### config.mk
export PLATFORM = sky130hd
export DESIGN_NAME = bin2sseg_4dig
export DESIGN_NICKNAME = d
export VERILOG_FILES = /design/src/rtl/bin2sseg_4dig.sv
export SDC_FILE = /design/constraint.sdc
export NUM_CORES = 1
export LEC_CHECK = 0
export CORE_MARGIN = 2
export CORE_UTILIZATION = 40
export DETAILED_ROUTE_END_ITERATION = 7
export PLACE_DENSITY = 0.63
export RECOVER_POWER = 100
export SYNTH_ARGS = -nofsm -noshare
export SYNTH_HDL_FRONTEND = slang
export SYNTH_SLANG_ARGS = --single-unit
### constraint.sdc
create_clock -name clk -period 1.8 [get_ports clk]
set_input_delay 0.27 -clock clk [delete_from_list [all_inputs] [get_ports clk]]
set_output_delay 0.27 -clock clk [all_outputs]
set_load 0.02 [all_outputs]
### src/rtl/bin2sseg_4dig.sv
// rtl/bin2sseg_4dig.sv - binary to four active-low seven-segment digit patterns
// Sequential double-dabble (one bit per clock) followed by one encode cycle.

module bin2sseg_4dig #(
    parameter int BIN_W = 14
) (
    input  logic             clk,
    input  logic             reset,
    input  logic             start,
    input  logic [BIN_W-1:0] bin,
    input  logic             blank_lz,
    input  logic [3:0]       dp_sel,
    output logic             ready,
    output logic             done,
    output logic             overflow,
    output logic [7:0]       dig3,
    output logic [7:0]       dig2,
    output logic [7:0]       dig1,
    output logic [7:0]       dig0
);

    localparam logic [7:0] SEG_BLANK = 8'hFF;
    localparam logic [7:0] SEG_DASH  = 8'hBF;
    localparam logic [3:0] LAST_CNT  = 4'(BIN_W - 1);

    typedef enum logic [1:0] {
        IDLE,
        SHIFT,
        ENCODE
    } state_t;

    state_t           r_state;
    logic [BIN_W-1:0] r_bin;
    logic [15:0]      r_bcd;
    logic [3:0]       r_cnt;
    logic             r_lz;
    logic [3:0]       r_dp;
    logic             r_ovf_acc;
    logic             r_ready;
    logic             r_done;
    logic             r_overflow;
    logic [7:0]       r_dig [4];

    logic [15:0]      w_bcd_adj;
    logic [3:0]       w_blank;
    logic [7:0]       w_pat [4];

    function automatic logic [7:0] seg7(input logic [3:0] d);
        logic [7:0] s;
        case (d)
            4'd0:    s = 8'hC0;
            4'd1:    s = 8'hF9;
            4'd2:    s = 8'hA4;
            4'd3:    s = 8'hB0;
            4'd4:    s = 8'h99;
            4'd5:    s = 8'h92;
            4'd6:    s = 8'h82;
            4'd7:    s = 8'hF8;
            4'd8:    s = 8'h80;
            4'd9:    s = 8'h90;
            default: s = SEG_BLANK;
        endcase
        return s;
    endfunction

    always_comb begin
        w_bcd_adj = r_bcd;
        for (int i = 0; i < 4; i++) begin
            if (r_bcd[4*i +: 4] >= 4'd5)
                w_bcd_adj[4*i +: 4] = r_bcd[4*i +: 4] + 4'd3;
        end
    end

    // Blanking cascades downward from dig3; dig0 always shows its value.
    always_comb begin
        w_blank    = 4'b0000;
        w_blank[3] = r_lz && (r_bcd[15:12] == 4'd0);
        w_blank[2] = w_blank[3] && (r_bcd[11:8] == 4'd0);
        w_blank[1] = w_blank[2] && (r_bcd[7:4] == 4'd0);
        for (int i = 0; i < 4; i++) begin
            if (r_ovf_acc)
                w_pat[i] = SEG_DASH;
            else if (w_blank[i])
                w_pat[i] = SEG_BLANK;
            else
                w_pat[i] = seg7(r_bcd[4*i +: 4]);
            if (r_dp[i])
                w_pat[i][7] = 1'b0;
        end
    end

    always_ff @(posedge clk or negedge reset) begin
        if (!reset) begin
            r_state    <= IDLE;
            r_bin      <= '0;
            r_bcd      <= '0;
            r_cnt      <= '0;
            r_lz       <= 1'b0;
            r_dp       <= '0;
            r_ovf_acc  <= 1'b0;
            r_ready    <= 1'b1;
            r_done     <= 1'b0;
            r_overflow <= 1'b0;
            for (int i = 0; i < 4; i++)
                r_dig[i] <= SEG_BLANK;
        end else begin
            r_done <= 1'b0;
            case (r_state)
                IDLE: begin
                    if (start) begin
                        r_bin     <= bin;
                        r_lz      <= blank_lz;
                        r_dp      <= dp_sel;
                        r_bcd     <= '0;
                        r_cnt     <= '0;
                        r_ovf_acc <= 1'b0;
                        r_ready   <= 1'b0;
                        r_state   <= SHIFT;
                    end
                end
                SHIFT: begin
                    // Any bit leaving the top nibble is a ten-thousands carry, i.e. value > 9999.
                    r_ovf_acc <= r_ovf_acc | w_bcd_adj[15];
                    r_bcd     <= {w_bcd_adj[14:0], r_bin[BIN_W-1]};
                    r_bin     <= {r_bin[BIN_W-2:0], 1'b0};
                    r_cnt     <= r_cnt + 4'd1;
                    if (r_cnt == LAST_CNT)
                        r_state <= ENCODE;
                end
                ENCODE: begin
                    for (int i = 0; i < 4; i++)
                        r_dig[i] <= w_pat[i];
                    r_overflow <= r_ovf_acc;
                    r_done     <= 1'b1;
                    r_ready    <= 1'b1;
                    r_state    <= IDLE;
                end
                default: begin
                    r_state <= IDLE;
                    r_ready <= 1'b1;
                end
            endcase
        end
    end

    assign ready    = r_ready;
    assign done     = r_done;
    assign overflow = r_overflow;
    assign dig3     = r_dig[3];
    assign dig2     = r_dig[2];
    assign dig1     = r_dig[1];
    assign dig0     = r_dig[0];

endmodule

==> impl_metrics.yaml, run 1 <==
die:
  coreArea_mm2: 0.00977
  start_util_pct: 41.3
  fp.dieH_um: 104
  die_area_mm2: 0.0109
  die_w_um: 104
  io_pins: 57
  rows: 36
cts:
  cts_num_sinks: 77
  clock_latency_ps: 340
  clock-root-buffer: "clkbuf_8"
  cts_buffers: 9
  clockBufferDepth: 2
  path_clk_slew_ps: 80
  htreeDepth: 3
  cts_tree: "yes"
routing:
  drc: 0
  drt_pass1_iterations: 4
  ant_nets: 0
  dr_total_vias: 3256
  wire_per_inst_um: 13.7
  routed_wl_mm: 8.74
  drt-initial-drc-count: 106
  avgViaCountPerCell: 5.11
finish:
  num_antenna_cells: 0
  final_common_cell: "nand2_1"
  final_cell_mix: "nand2_1 (72), clkdlybuf4s50_1 (53), dfrtp_1 (43), dfstp_2 (33), o21ai_0 (31)"
  final_nets: 544
  drive_gt1_share_pct: 19.0
  area_delta_synth_final_pct: 26.4
critical_path:
  cp_slowest_cell: "clkdlybuf4s50_1"
  crit_required_ps: 1530
  path_max_fanout: 2
  crit_type: "register to output port"
  rrSetupSlack_ps: 100
  crit_arrival_ps: 1480
  cp-end-kind: "output port"
  cpPeakStageDelay_ps: 600
  path_buf_inv: 1
  r2r_cells: 6
  crit-reg2reg-capture: "dig1[0]"
  startpoint_type: "register"
  cpLargestDelayFamily: "buffers and inverters"
  regToRegStartpoint: "r_bcd[9]"
  path_cells: "clkdlybuf4s50_1"
yosys:
  synth_top_family_by_area: "simple AND/OR/NAND/NOR gates"
  synthCells: 423
  syn_nets: 468
  synthArstFlopShare_pct: 100
  synth-seq-area-share_pct: 48.8
  synth_edf_count: 0
  ys_ff_latch: 77
  synth_compound_area_share_pct: 18.2
  synthSimpleGateAreaFrac_pct: 19.4
  synth_mux_area_share_pct: 0.775
  netlist_area_mm2: 0.00404
  synth.avg_cell_area_um2: 9.54
  synth_flop_cell: "dfrtp_1"
  synthAdderAreaFrac_pct: 7.13
  synth_xor_area_share_pct: 0.868
  yosys_warnings: 0
  synth_cell_types: 53
sta:
  period_needed_ps: 1750
  setup_violations: 0
  drv_slew: 0
  setup_tns_ps: 0
  fin_ws_ps: 52.5
  tightest_slew_ps: 830
  hold_violations: 0
  clock_skew_ps: 7.24
  relSlewSlack_pct: 44.7
  finalCritPeriodShare_pct: 97.1
  fmax_mhz: 572
power_and_ir_drop:
  p_per_area_mw_per_mm2: 1680
  p_int_w: 0.00509
  combPwrFrac_pct: 48.2
  clkPwrFrac_pct: 16.5
  power_w: 0.00857
  ir_worst_vdd_v: 0.000551
  switchingPower_w: 0.00348
  swShare_pct: 40.7
  power_frac_seq_pct: 35.3
  p_leak_nw: 2.22
place:
  portBuffers: 56
  hpwl_mm: 6.31
  place_worst_setup_slack_ps: 44.3
  place.gp.congestion: 0.854
grt:
  gr-total-overflow: 0
  grt_max_degree: 34
  grt_pass1_wl_mm: 14.9
  track_usage_pct: 16.6
  antenna_found_initial: 0
  grt_pass1_vias: 3157
job:
  cap_violations: 0
hold_path:
  hp-class: "register to register"
  hold_start: "r_dp[0]"
  hold_depth: 1
  min_to: "dig0[7]"
run_status:
  status: "finished clean"
timing repair:
item	4_1_cts	5_1_grt
hold buffers	1	0
resized for setup	0	12
setup buffers	0	2
endpoints found under the hold margin	9	0
endpoints found under the setup margin	0	9
how the worst max path moves through the flow:
stage | start | endpoint | slack (ps) | depth (start not counted)
5_1_grt | r_bcd[0] | r_bcd[2] | -10 | 6
6_report | dig3[7] | dig3[7] | 50 | 1
4_1_cts | dig3[6] | dig3[6] | 5 | 1
2_1_floorplan | r_bcd[8] | dig1[4] | 170 | 6
3_3_place_gp | r_bcd[12] | dig1[0] | 110 | 6
3_5_place_dp | r_bcd[8] | dig1[2] | 40 | 6
Yosys cell counts, types with 2 or more instances:
master | instances | area, µm²
a21o_1 | 3 | 22.5
a21oi_1 | 30 | 150
a221oi_1 | 2 | 17.5
a22oi_1 | 13 | 97.6
a31oi_1 | 4 | 25.0
and2_1 | 2 | 12.5
and3_1 | 2 | 12.5
buf_2 | 16 | 80.1
clkbuf_1 | 5 | 18.8
dfrtp_1 | 44 | 1100
dfstp_2 | 33 | 867
ha_1 | 23 | 288
inv_1 | 18 | 67.6
mux2i_1 | 2 | 20.0
nand2_1 | 72 | 270
nand2b_1 | 6 | 37.5
nand3_1 | 19 | 95.1
nor2_1 | 28 | 105
nor2_2 | 2 | 12.5
nor2b_1 | 3 | 18.8
nor3_1 | 11 | 55.1
nor3b_1 | 5 | 37.5
o21ai_0 | 31 | 155
o21ai_1 | 2 | 10.0
o22a_1 | 11 | 96.3
o311ai_0 | 3 | 26.3
or3_1 | 4 | 25.0
xnor2_1 | 4 | 35.0
registers in the layout, indices dropped and copies added (netlist names), 2 cells and up:
register	cells
r_bcd	16
r_dp	4
dig0	8
r_cnt	4
dig2	8
r_bin	14
dig3	8
r_state	2
dig1	8
per-layer routing:
| metal | vias up | wire length [µm] | global-route usage [%] |
|---|---|---|---|
| met1 | 1551 | 4060 | 21.9 |
| met4 | 0 | 73 | 5.12 |
| met3 | 6 | 410 | 3.51 |
| li1 | 1629 | - | - |
| met5 | - | 0 | 0 |
| met2 | 70 | 4200 | 27.5 |
stage by stage:
stage	area, µm²	cells	utilization [%]	hold WS (ps)
6_report	5100	637	52.2	425
5_1_grt	5100	637	52.2	460
4_1_cts	5100	635	52.2	407
3_5_place_dp	4880	618	49.9	242
3_3_place_gp	4880	618	49.9	242
2_1_floorplan	4040	423	-	-25.6
cell type report:
type                            instances  area [µm²]
Multi-Input combinational cell        304        1890
Clock inverter                          6        87.6
Fill cell                             910        4670
Sequential cell                        77        1970
Tap cell                              133         166
Clock buffer                           10         128
Timing Repair Buffer                   88         782
Inverter                               19        83.8
power by group through the flow:
| stage | Sequential, W | Combinational, W | Clock [W] |
|---|---|---|---|
| 6_report | 0.00303 | 0.00413 | 0.00141 |
| 5_1_grt | 0.00313 | 0.00466 | 0.00153 |
| 4_1_cts | 0.00303 | 0.00406 | 0.00146 |
| 3_5_place_dp | 0.00306 | 0.00403 | 0 |
| 3_3_place_gp | 0.00304 | 0.00397 | 0 |
| 2_1_floorplan | 0.00309 | 0.00265 | 0 |
kinds of logic (layout without fill, tap and decap cells):
kind of cell / Yosys count / count (layout)
XOR/XNOR: 4 / 4
flip-flops: 77 / 77
adder cells (fa/ha/maj): 23 / 23
multiplexers: 3 / 3
AO/OA/AOI/OAI: 112 / 112
buffers and inverters: 42 / 123
AND/OR/NAND/NOR: 162 / 162
No activity file was read; power rests on OpenSTA's default activity.
==> run 2: changes to the inputs <==
--- a/config.mk
+++ b/config.mk
@@ -8,8 +8,10 @@
 export CORE_MARGIN = 2
 export CORE_UTILIZATION = 40
 export DETAILED_ROUTE_END_ITERATION = 7
+export HOLD_SLACK_MARGIN = 0.15
 export PLACE_DENSITY = 0.63
 export RECOVER_POWER = 100
+export SETUP_SLACK_MARGIN = 0.3
 export SYNTH_ARGS = -nofsm -noshare
 export SYNTH_HDL_FRONTEND = slang
 export SYNTH_SLANG_ARGS = --single-unit
==> impl_metrics.yaml, run 2 (synthesis results as in run 1) <==
critical_path:
  cp-end-kind: "register"
  r2r_cells: 6
  crit-reg2reg-capture: "dig2[5]"
  regToRegStartpoint: "r_bcd[8]"
  endpoint: "dig2[5]"
  crit_start: "r_bcd[8]"
  crit_type: "register to register"
  startpoint_type: "register"
  crit_arrival_ps: 1880
  crit_required_ps: 2060
  path_max_fanout: 4
  rrSetupSlack_ps: 180
routing:
  drc: 0
  avgViaCountPerCell: 5.13
  ant_nets: 0
  wire_per_inst_um: 14.2
  routed_wl_mm: 9.10
  drt_pass1_iterations: 5
  drt-initial-drc-count: 147
  dr_total_vias: 3295
sta:
  hold_violations: 0
  rsz0062_at_grt: "yes"
  tightest_slew_ps: 1040
  fmax_mhz: 617
  clock_skew_ps: 7.97
  relSlewSlack_pct: 30.9
  period_needed_ps: 1620
  setup_violations: 0
  finalCritPeriodShare_pct: 90.1
  setup_tns_ps: 0
  drv_slew: 0
power_and_ir_drop:
  swShare_pct: 41.4
  switchingPower_w: 0.00373
  p_per_area_mw_per_mm2: 1720
  clkPwrFrac_pct: 16.1
  combPwrFrac_pct: 50.5
  p_leak_nw: 2.25
  ir_worst_vdd_v: 0.000795
  p_int_w: 0.00527
  power_frac_seq_pct: 33.4
grt:
  track_usage_pct: 17.0
  grt_max_degree: 78
  grt_pass1_vias: 3235
  grt_pass1_wl_mm: 15.2
  gr-total-overflow: 0
  antenna_found_initial: 0
finish:
  utilization_pct: 53.5
  regArea_mm2: 0.00197
  final_common_cell: "nand2_1"
  final_cell_mix: "nand2_1 (72), dfrtp_1 (42), dfstp_2 (33), o21ai_0 (31), a21oi_1 (29)"
  num_antenna_cells: 0
  drive_gt1_share_pct: 21.6
  post-route-cell-area_mm2: 0.00523
  multi_input_area_mm2: 0.00199
  largest_reg_flops: 16
  area_delta_synth_final_pct: 29.5
  largest_register: "r_bcd"
  final_nets: 549
  n_fill_cell: 964
  largestRegisters: "r_bcd: 16 flops, r_bin: 14 flops"
cts:
  path_clk_slew_ps: 80
  htreeDepth: 3
  clockBufferDepth: 2
  cts_buffers: 9
  cts_num_sinks: 77
  clock_latency_ps: 350
  clock-root-buffer: "clkbuf_8"
  cts_tree: "yes"
die:
  coreArea_mm2: 0.00977
  io_pins: 57
  start_util_pct: 41.3
  die_w_um: 104
  rows: 36
  die_area_mm2: 0.0109
  fp.dieH_um: 104
hold_path:
  hp-class: "register to register"
place:
  place_area_mm2: 0.00490
  place.gp.congestion: 0.862
  portBuffers: 56
  hpwl_mm: 6.01
run_status:
  status: "finished clean"
job:
  cap_violations: 0
## run 2: repair_timing
| item | in CTS | in global routing |
|---|---|---|
| endpoints found under the setup margin | 60 | 55 |
| pin swaps | 6 | 10 |
| resized for setup | 58 | 53 |
| endpoints found under the hold margin | 44 | 0 |
| setup buffers | 12 | 5 |
| hold buffers | 1 | 0 |
## run 2: how the worst min path moves through the flow
stage	startpoint	to	depth (start not counted)
3_3_place_gp	reset	r_bcd[2]	2
4_1_cts	dp_sel[2]	r_dp[2]	3
5_1_grt	dp_sel[2]	r_dp[2]	3
6_report	r_dp[0]	dig0[7]	1
3_5_place_dp	reset	r_bcd[2]	2
2_1_floorplan	reset	done	0
## run 2: power by group through the flow
stage | logic, W | registers, W | clock network, W
after floorplan | 0.00286 | 0.00311 | 0
after global placement | 0.00416 | 0.00301 | 0
after detailed placement | 0.00424 | 0.00303 | 0
after CTS | 0.00450 | 0.00299 | 0.00150
after global routing | 0.00504 | 0.00310 | 0.00158
final | 0.00454 | 0.00301 | 0.00145
## run 2: layout make-up
class | instances | area share (%)
Inverter | 19 | 2.01
Multi-Input combinational cell | 304 | 38.0
Clock buffer | 9 | 2.37
Tap cell | 133 | 3.18
Sequential cell | 77 | 37.7
Clock inverter | 7 | 1.87
Timing Repair Buffer | 93 | 14.8
## run 2: worst max-delay path, stage by stage, from the launching register on
cell,delay (ps)
dfrtp_1,450
inv_4,60
ha_4,170
and3_4,170
and2_0,210
a21boi_0,340
a21oi_1,140
## run 2: layer usage
layer	vias to the layer above	wire length (µm)	part of all wire [%]	global-route usage (%)
li1	1638	-	-	-
met1	1580	4240	47	22.9
met2	65	4340	48	27.3
met3	12	377	4.1	4.14
met4	0	139	1.5	5.02
met5	-	0	0	0
## run 2: through the flow
step	setup slack [ps]	hold WS (ps)	cells	power, W
2_1_floorplan	282	-25.6	423	0.00597
5_1_grt	94.5	427	642	0.00972
3_5_place_dp	15.8	322	608	0.00727
6_report	178	429	642	0.00900
4_1_cts	222	428	637	0.00899
3_3_place_gp	100	320	608	0.00717
